### src/rtl/stopwatch_datapath_pkg.sv
// ==========================================================================
// stopwatch_datapath_pkg : FSM encodings and packed time-word layout. Rev 1.0
// ==========================================================================
`default_nettype none

package stopwatch_datapath_pkg;

   localparam logic [1:0] ST_STOP  = 2'd0;
   localparam logic [1:0] ST_RUN   = 2'd1;
   localparam logic [1:0] ST_CLEAR = 2'd2;

   localparam int HOUR_W = 5;
   localparam int MIN_W  = 6;
   localparam int SEC_W  = 6;
   localparam int MSEC_W = 7;
   localparam int TIME_W = HOUR_W + MIN_W + SEC_W + MSEC_W;

   localparam int HOUR_MAX = 23;
   localparam int MIN_MAX  = 59;
   localparam int SEC_MAX  = 59;
   localparam int MSEC_MAX = 99;

   // Field positions inside the packed word; the FND controller splits on these.
   localparam int MSEC_LSB = 0;
   localparam int SEC_LSB  = MSEC_LSB + MSEC_W;
   localparam int MIN_LSB  = SEC_LSB + SEC_W;
   localparam int HOUR_LSB = MIN_LSB + MIN_W;

endpackage

`default_nettype wire

### src/rtl/stopwatch_datapath_time_field_counter.sv
// ==========================================================================
// time_field_counter : wrapping 0..MAX_VAL counter with carry-out. Rev 1.0
// ==========================================================================
`default_nettype none

module time_field_counter #(
   parameter int WIDTH   = 7,
   parameter int MAX_VAL = 99
) (
   input  logic             clk,
   input  logic             reset,
   input  logic             clear,
   input  logic             inc,
   output logic [WIDTH-1:0] value,
   output logic             carry_out
);

   localparam logic [WIDTH-1:0] LAST = WIDTH'(MAX_VAL);

   logic at_max;

   assign at_max    = (value == LAST);
   assign carry_out = inc && at_max;

   always_ff @(posedge clk or negedge reset) begin
      if (!reset) begin
         value <= '0;
      end else if (clear) begin
         value <= '0;
      end else if (inc) begin
         value <= at_max ? '0 : value + 1'b1;
      end
   end

endmodule

`default_nettype wire

### src/rtl/stopwatch_datapath.sv
// ==========================================================================
// stopwatch_datapath : run/stop/clear FSM, centisecond prescaler, hh:mm:ss.cc. Rev 1.0
// ==========================================================================
`default_nettype none

module stopwatch_datapath
   import stopwatch_datapath_pkg::*;
#(
   parameter int CLK_FREQ = 100_000_000,
   parameter int TICK_HZ  = 100
) (
   input  logic              clk,
   input  logic              reset,
   input  logic              i_run_stop,
   input  logic              i_clear,
   output logic [TIME_W-1:0] o_time_data,
   output logic              o_running,
   output logic              o_tick
);

   localparam int DIV   = CLK_FREQ / TICK_HZ;
   localparam int PRE_W = $clog2(DIV);
   localparam logic [PRE_W-1:0] PRE_LAST = PRE_W'(DIV - 1);

   logic [1:0]       state;
   logic [1:0]       next_state;
   logic             run_adv;
   logic             clear_all;
   logic [PRE_W-1:0] presc;
   logic             tick;

   logic [MSEC_W-1:0] msec;
   logic [SEC_W-1:0]  sec;
   logic [MIN_W-1:0]  min;
   logic [HOUR_W-1:0] hour;
   logic              msec_carry;
   logic              sec_carry;
   logic              min_carry;
   logic              unused_hour_carry;

   always_ff @(posedge clk or negedge reset) begin
      if (!reset) begin
         state <= ST_STOP;
      end else begin
         state <= next_state;
      end
   end

   always_comb begin
      next_state = state;
      case (state)
         ST_STOP: begin
            if (i_clear) begin
               next_state = ST_CLEAR;
            end else if (i_run_stop) begin
               next_state = ST_RUN;
            end
         end
         ST_RUN: begin
            if (i_run_stop) begin
               next_state = ST_STOP;
            end
         end
         ST_CLEAR: next_state = ST_STOP;
         default:  next_state = ST_STOP;
      endcase
   end

   // The prescaler only moves while RUN persists, so a stop request on the
   // terminal-count cycle suppresses both the wrap and the tick.
   always_comb begin
      run_adv   = (state == ST_RUN) && (next_state == ST_RUN);
      clear_all = (state == ST_CLEAR);
      o_running = (state == ST_RUN);
   end

   always_ff @(posedge clk or negedge reset) begin
      if (!reset) begin
         presc <= '0;
         tick  <= 1'b0;
      end else begin
         tick <= 1'b0;
         if (clear_all) begin
            presc <= '0;
         end else if (run_adv) begin
            if (presc == PRE_LAST) begin
               presc <= '0;
               tick  <= 1'b1;
            end else begin
               presc <= presc + 1'b1;
            end
         end
      end
   end

   assign o_tick = tick;

   time_field_counter #(.WIDTH(MSEC_W), .MAX_VAL(MSEC_MAX)) u_msec (
      .clk(clk), .reset(reset), .clear(clear_all), .inc(tick),
      .value(msec), .carry_out(msec_carry)
   );

   time_field_counter #(.WIDTH(SEC_W), .MAX_VAL(SEC_MAX)) u_sec (
      .clk(clk), .reset(reset), .clear(clear_all), .inc(msec_carry),
      .value(sec), .carry_out(sec_carry)
   );

   time_field_counter #(.WIDTH(MIN_W), .MAX_VAL(MIN_MAX)) u_min (
      .clk(clk), .reset(reset), .clear(clear_all), .inc(sec_carry),
      .value(min), .carry_out(min_carry)
   );

   time_field_counter #(.WIDTH(HOUR_W), .MAX_VAL(HOUR_MAX)) u_hour (
      .clk(clk), .reset(reset), .clear(clear_all), .inc(min_carry),
      .value(hour), .carry_out(unused_hour_carry)
   );

   assign o_time_data[HOUR_LSB +: HOUR_W] = hour;
   assign o_time_data[MIN_LSB  +: MIN_W]  = min;
   assign o_time_data[SEC_LSB  +: SEC_W]  = sec;
   assign o_time_data[MSEC_LSB +: MSEC_W] = msec;

endmodule

`default_nettype wire

### config.mk
export PLATFORM = sky130hd
export DESIGN_NAME = stopwatch_datapath
export DESIGN_NICKNAME = d
export VERILOG_FILES = /design/src/rtl/stopwatch_datapath_pkg.sv /design/src/rtl/stopwatch_datapath_time_field_counter.sv /design/src/rtl/stopwatch_datapath.sv
export SDC_FILE = /design/constraint.sdc
export NUM_CORES = 1
export LEC_CHECK = 0
export ABC_AREA = 0
export CAP_MARGIN = 20
export CORE_UTILIZATION = 52
export CTS_BUF_LIST = sky130_fd_sc_hd__clkbuf_4 sky130_fd_sc_hd__clkbuf_8
export CTS_CLUSTER_DIAMETER = 150
export DETAILED_ROUTE_END_ITERATION = 6
export PLACE_DENSITY = 0.86
export SLEW_MARGIN = 20
export SYNTH_ARGS = -nofsm -noshare
export SYNTH_HDL_FRONTEND = slang
export SYNTH_SLANG_ARGS = --single-unit
export TNS_END_PERCENT = 30
### constraint.sdc
create_clock -name clk -period 1.72 [get_ports clk]
set_input_delay 0.344 -clock clk [delete_from_list [all_inputs] [get_ports clk]]
set_output_delay 0.344 -clock clk [all_outputs]
set_load 0.01 [all_outputs]
==> results.yml, run 1 <==
setup_path:
  r2r_cells: 7
  worstPathArrival_ns: 2.17
  crit_cells: 7
  cp.required_ns: 1.96
  start_kind: "flop"
  end_kind: "flop"
  crit_buf_inv: 2
  crit_slowest_cell: "dfrtp_2"
  cp_slowest_stage_delay_ns: 0.43
  critical_path_class: "flop to flop"
  cp_cell_sequence: "nor4b_4 > and4_4 > buf_12 > nand2_8 > buf_6 > or3_4 > a21oi_2"
  crit_fanout: 4
  critPathTopFamily: "simple AND/OR/NAND/NOR gates"
sta:
  fmax_ghz: 0.518
  rsz0062_at_grt: "true"
  finalCriticalPeriod_ns: 1.93
  fin_ws_ns: -0.210
  relSlewSlack_pct: 62.8
  finalHoldViolations: 3
  period_share_pct: 112
  whs_ns: -0.00109
  drv_slew: 0
  finalSetupViolations: 29
  skew_ns: 0.00822
  worst_slew_pin_slew_ns: 0.556
outcome:
  run_status: "finished, violations left"
  violations: "hold timing, setup timing"
finish:
  area_delta_synth_final_pct: 43.7
  nFillCells: 237
  seqCellArea_mm2: 0.00118
  finish.instance_area_mm2: 0.00361
  multi_input_area_mm2: 0.00146
  nNetsFinal: 357
  diodes: 0
  finalNonFillerCells: 401
  drive_gt1_share_pct: 29.2
clock_tree:
  clkLatencyLatePin_ns: 0.31
  cts_max_path_buffers: 2
  numCtsBuffers: 5
  cts.sinks: 47
  path_clk_slew_ns: 0.09
  ctsHoldBuffers: 0
  clockRootBuffer: "clkbuf_8"
  cts_tree: "done"
  cts_max_level: 2
floorplan:
  die_y_um: 71.5
  boundaryPins: 30
  die_w_um: 71.5
  coreArea_mm2: 0.00450
  fp-row-count: 24
  die_area_mm2: 0.00511
  start_util_pct: 55.8
routing:
  drt_iter0_drc: 151
  firstDrtPassIters: 7
  vias: 2617
  drt-total-wl_um: 7580
  drt-vias-per-instance: 6.53
  ant_nets: 0
  wl_per_cell_um: 18.9
  route.detailed.drc: 0
power:
  swShare_pct: 26.3
  powerDensity_mw_per_mm2: 599
  internal_power_uw: 1600
  clock_power_share_pct: 35.3
  seqPwrFrac_pct: 52.7
  p_comb_share_pct: 12.0
  power_leakage_uw: 0.00161
  ir_drop_mv: 0.506
  switching_power_uw: 568
yosys:
  synthesis.nets: 282
  synth_cells: 273
  synth-seq-cells: 47
  synth_flop_cell: "dfrtp_1"
  yosysSeqAreaShare_pct: 46.8
  synth-edff-count: 0
  netlist_area_mm2: 0.00251
  synthArstFlopShare_pct: 100
  yosysWarnings: 0
  avgSynthCellArea_um2: 9.20
  synth_cell_types: 44
flow_run:
  drv_cap: 0
global_routing:
  grt_pass1_wl_um: 11200
  grt_pass1_vias: 2478
  grt_use_total_pct: 28.0
  antenna_found_initial: 0
  grt_max_degree: 48
  grt_overflow_total: 0
placed_design:
  portBuffers: 29
  dp.cells: 383
  place_hpwl_um: 4490
  gp_congestion: 0.845
  placed_area_mm2: 0.00318
worst_hold_path:
  hp-class: "input port to async pin"
[per-stage QoR]
step	setup slack [ns]	hold WS (ns)	power, uW	utilization, %	TNS [ns]
3_5_place_dp	-0.314	0.348	1370	70.6	-5.60
2_1_floorplan	-0.147	0.0484	1250	-	-0.668
4_1_cts	-0.173	0.00753	2110	74.3	-0.918
6_report	-0.210	-0.00109	2160	80.1	-2.35
3_3_place_gp	-0.207	0.345	1350	70.6	-3.99
5_1_grt	-0.282	0.0183	2230	80.1	-4.08
[logic make-up (layout without fill, tap and decap cells)]
| group | Yosys count | count (layout) | share of synthesized area, % |
|---|---|---|---|
| and+or+nand+nor | 120 | 120 | 25.6 |
| AOI/OAI and AO/OA | 71 | 71 | 16.9 |
| DFF | 47 | 47 | 46.8 |
| buffers and inverters | 17 | 93 | 3.19 |
| xor gates and xnor gates | 7 | 7 | 2.44 |
| muxes | 6 | 6 | 2.49 |
| adders and majority gates | 5 | 5 | 2.49 |
[worst paths after layout]
path | start | end | slack (ns)
setup / recovery | u_msec.value[2] | u_min.value[5] | -0.21
setup reg to reg | u_msec.value[2] | u_min.value[5] | -0.21
hold / removal | reset | u_min.value[4] | -0.001
hold reg to reg | presc[18] | presc[18] | 0.53
min in group clk | presc[18] | presc[18] | 0.53
max in group asynchronous | reset | u_sec.value[2] | 1.47
[worst register-to-register path: cells and delay by family (launching register included)]
family,cells,cell delay [ns]
compound gates,1,0.16
simple gates,4,1.03
buf+inv,2,0.24
flops,1,0.43
[timing repair]
item,4_1_cts,5_1_grt
endpoints found under the hold margin,0,0
cloned,0,2
pin swaps,15,19
setup buffers,2,6
gates resized for setup,13,42
endpoints found under the setup margin,24,41
[state kept, by name, indices dropped and copies added, names as in the netlist]
register / count
presc: 20
u_msec.value: 7
u_min.value: 6
u_sec.value: 6
u_hour.value: 5
state: 2
o_tick: 1
[layer usage]
metal	track usage [%]	routed length [um]	vias to the layer above
li1	-	-	1164
met3	6.19	458	22
met2	49.2	3870	126
met4	8.28	161	0
met1	34.9	3080	1305
met5	0	0	-
[layout by cell type, fill, tap and decap left out, drive strengths merged, types with 2 or more instances in the layout]
cell and n:
or4 3, nor3 4, nand3 19, or3 5, a31oi 14, dlymetal6s2s 6, inv 5, mux2 2
a41oi 6, xor2 5, nand4 7, and3 9, nor2b 2, buf 50, nand2b 4, clkdlybuf4s50 19
o31ai 2, clkbuf 9, or2 2, nand3b 3, xnor2 2, dlygate4sd2 3, a311oi 2, ha 5
mux2i 4, o21ai 16, o2111ai 2, dfrtp 47, nand2 27, nor2 24, nor4 3, a21oi 26
nor3b 2
[power by group through the flow]
stage | clock, uW | combinational (uW) | sequential [uW]
after floorplan | 0 | 97.1 | 1160
after global routing | 804 | 280 | 1140
after global placement | 0 | 200 | 1150
after detailed placement | 0 | 210 | 1160
after CTS | 764 | 210 | 1130
final | 764 | 260 | 1140
[cell type report]
cell class	count	area share [%]
flip-flops and latches	47	32.7
well taps	52	1.80
clock inverters	1	0.208
inverters	5	0.520
clock buffers	7	2.67
multi-input cells	209	40.5
repair buffers	80	21.6
[cells in the mapped netlist, drive strengths merged, types with 3 or more instances]
master  instances  area share (%)
a21oi          26             5.2
a31oi          14             3.5
a41oi           6             2.1
and3            9             2.2
buf             5             1.4
clkbuf          7             1.0
dfrtp          47              47
ha              5             2.5
inv             5            0.75
mux2i           4             1.6
nand2          27             4.3
nand2b          4             1.0
nand3          19             4.0
nand3b          3            0.90
nand4           7             1.7
nor2           24             3.7
nor3            4            0.80
nor4            3            0.75
o21ai          16             3.2
or3             5             1.3
or4             3            0.90
xor2            5             1.7
Note: power is estimated with default switching activity, not from simulation.
==> inputs of run 2 (changes only) <==
--- a/config.mk
+++ b/config.mk
@@ -10,6 +10,7 @@
 export CORE_UTILIZATION = 52
 export CTS_BUF_LIST = sky130_fd_sc_hd__clkbuf_4 sky130_fd_sc_hd__clkbuf_8
 export CTS_CLUSTER_DIAMETER = 150
+export CTS_CLUSTER_SIZE = 14
 export DETAILED_ROUTE_END_ITERATION = 6
 export PLACE_DENSITY = 0.86
 export SLEW_MARGIN = 20
==> results of run 2 <==
The final DEF is identical to that of run 1; final timing and power are the same.
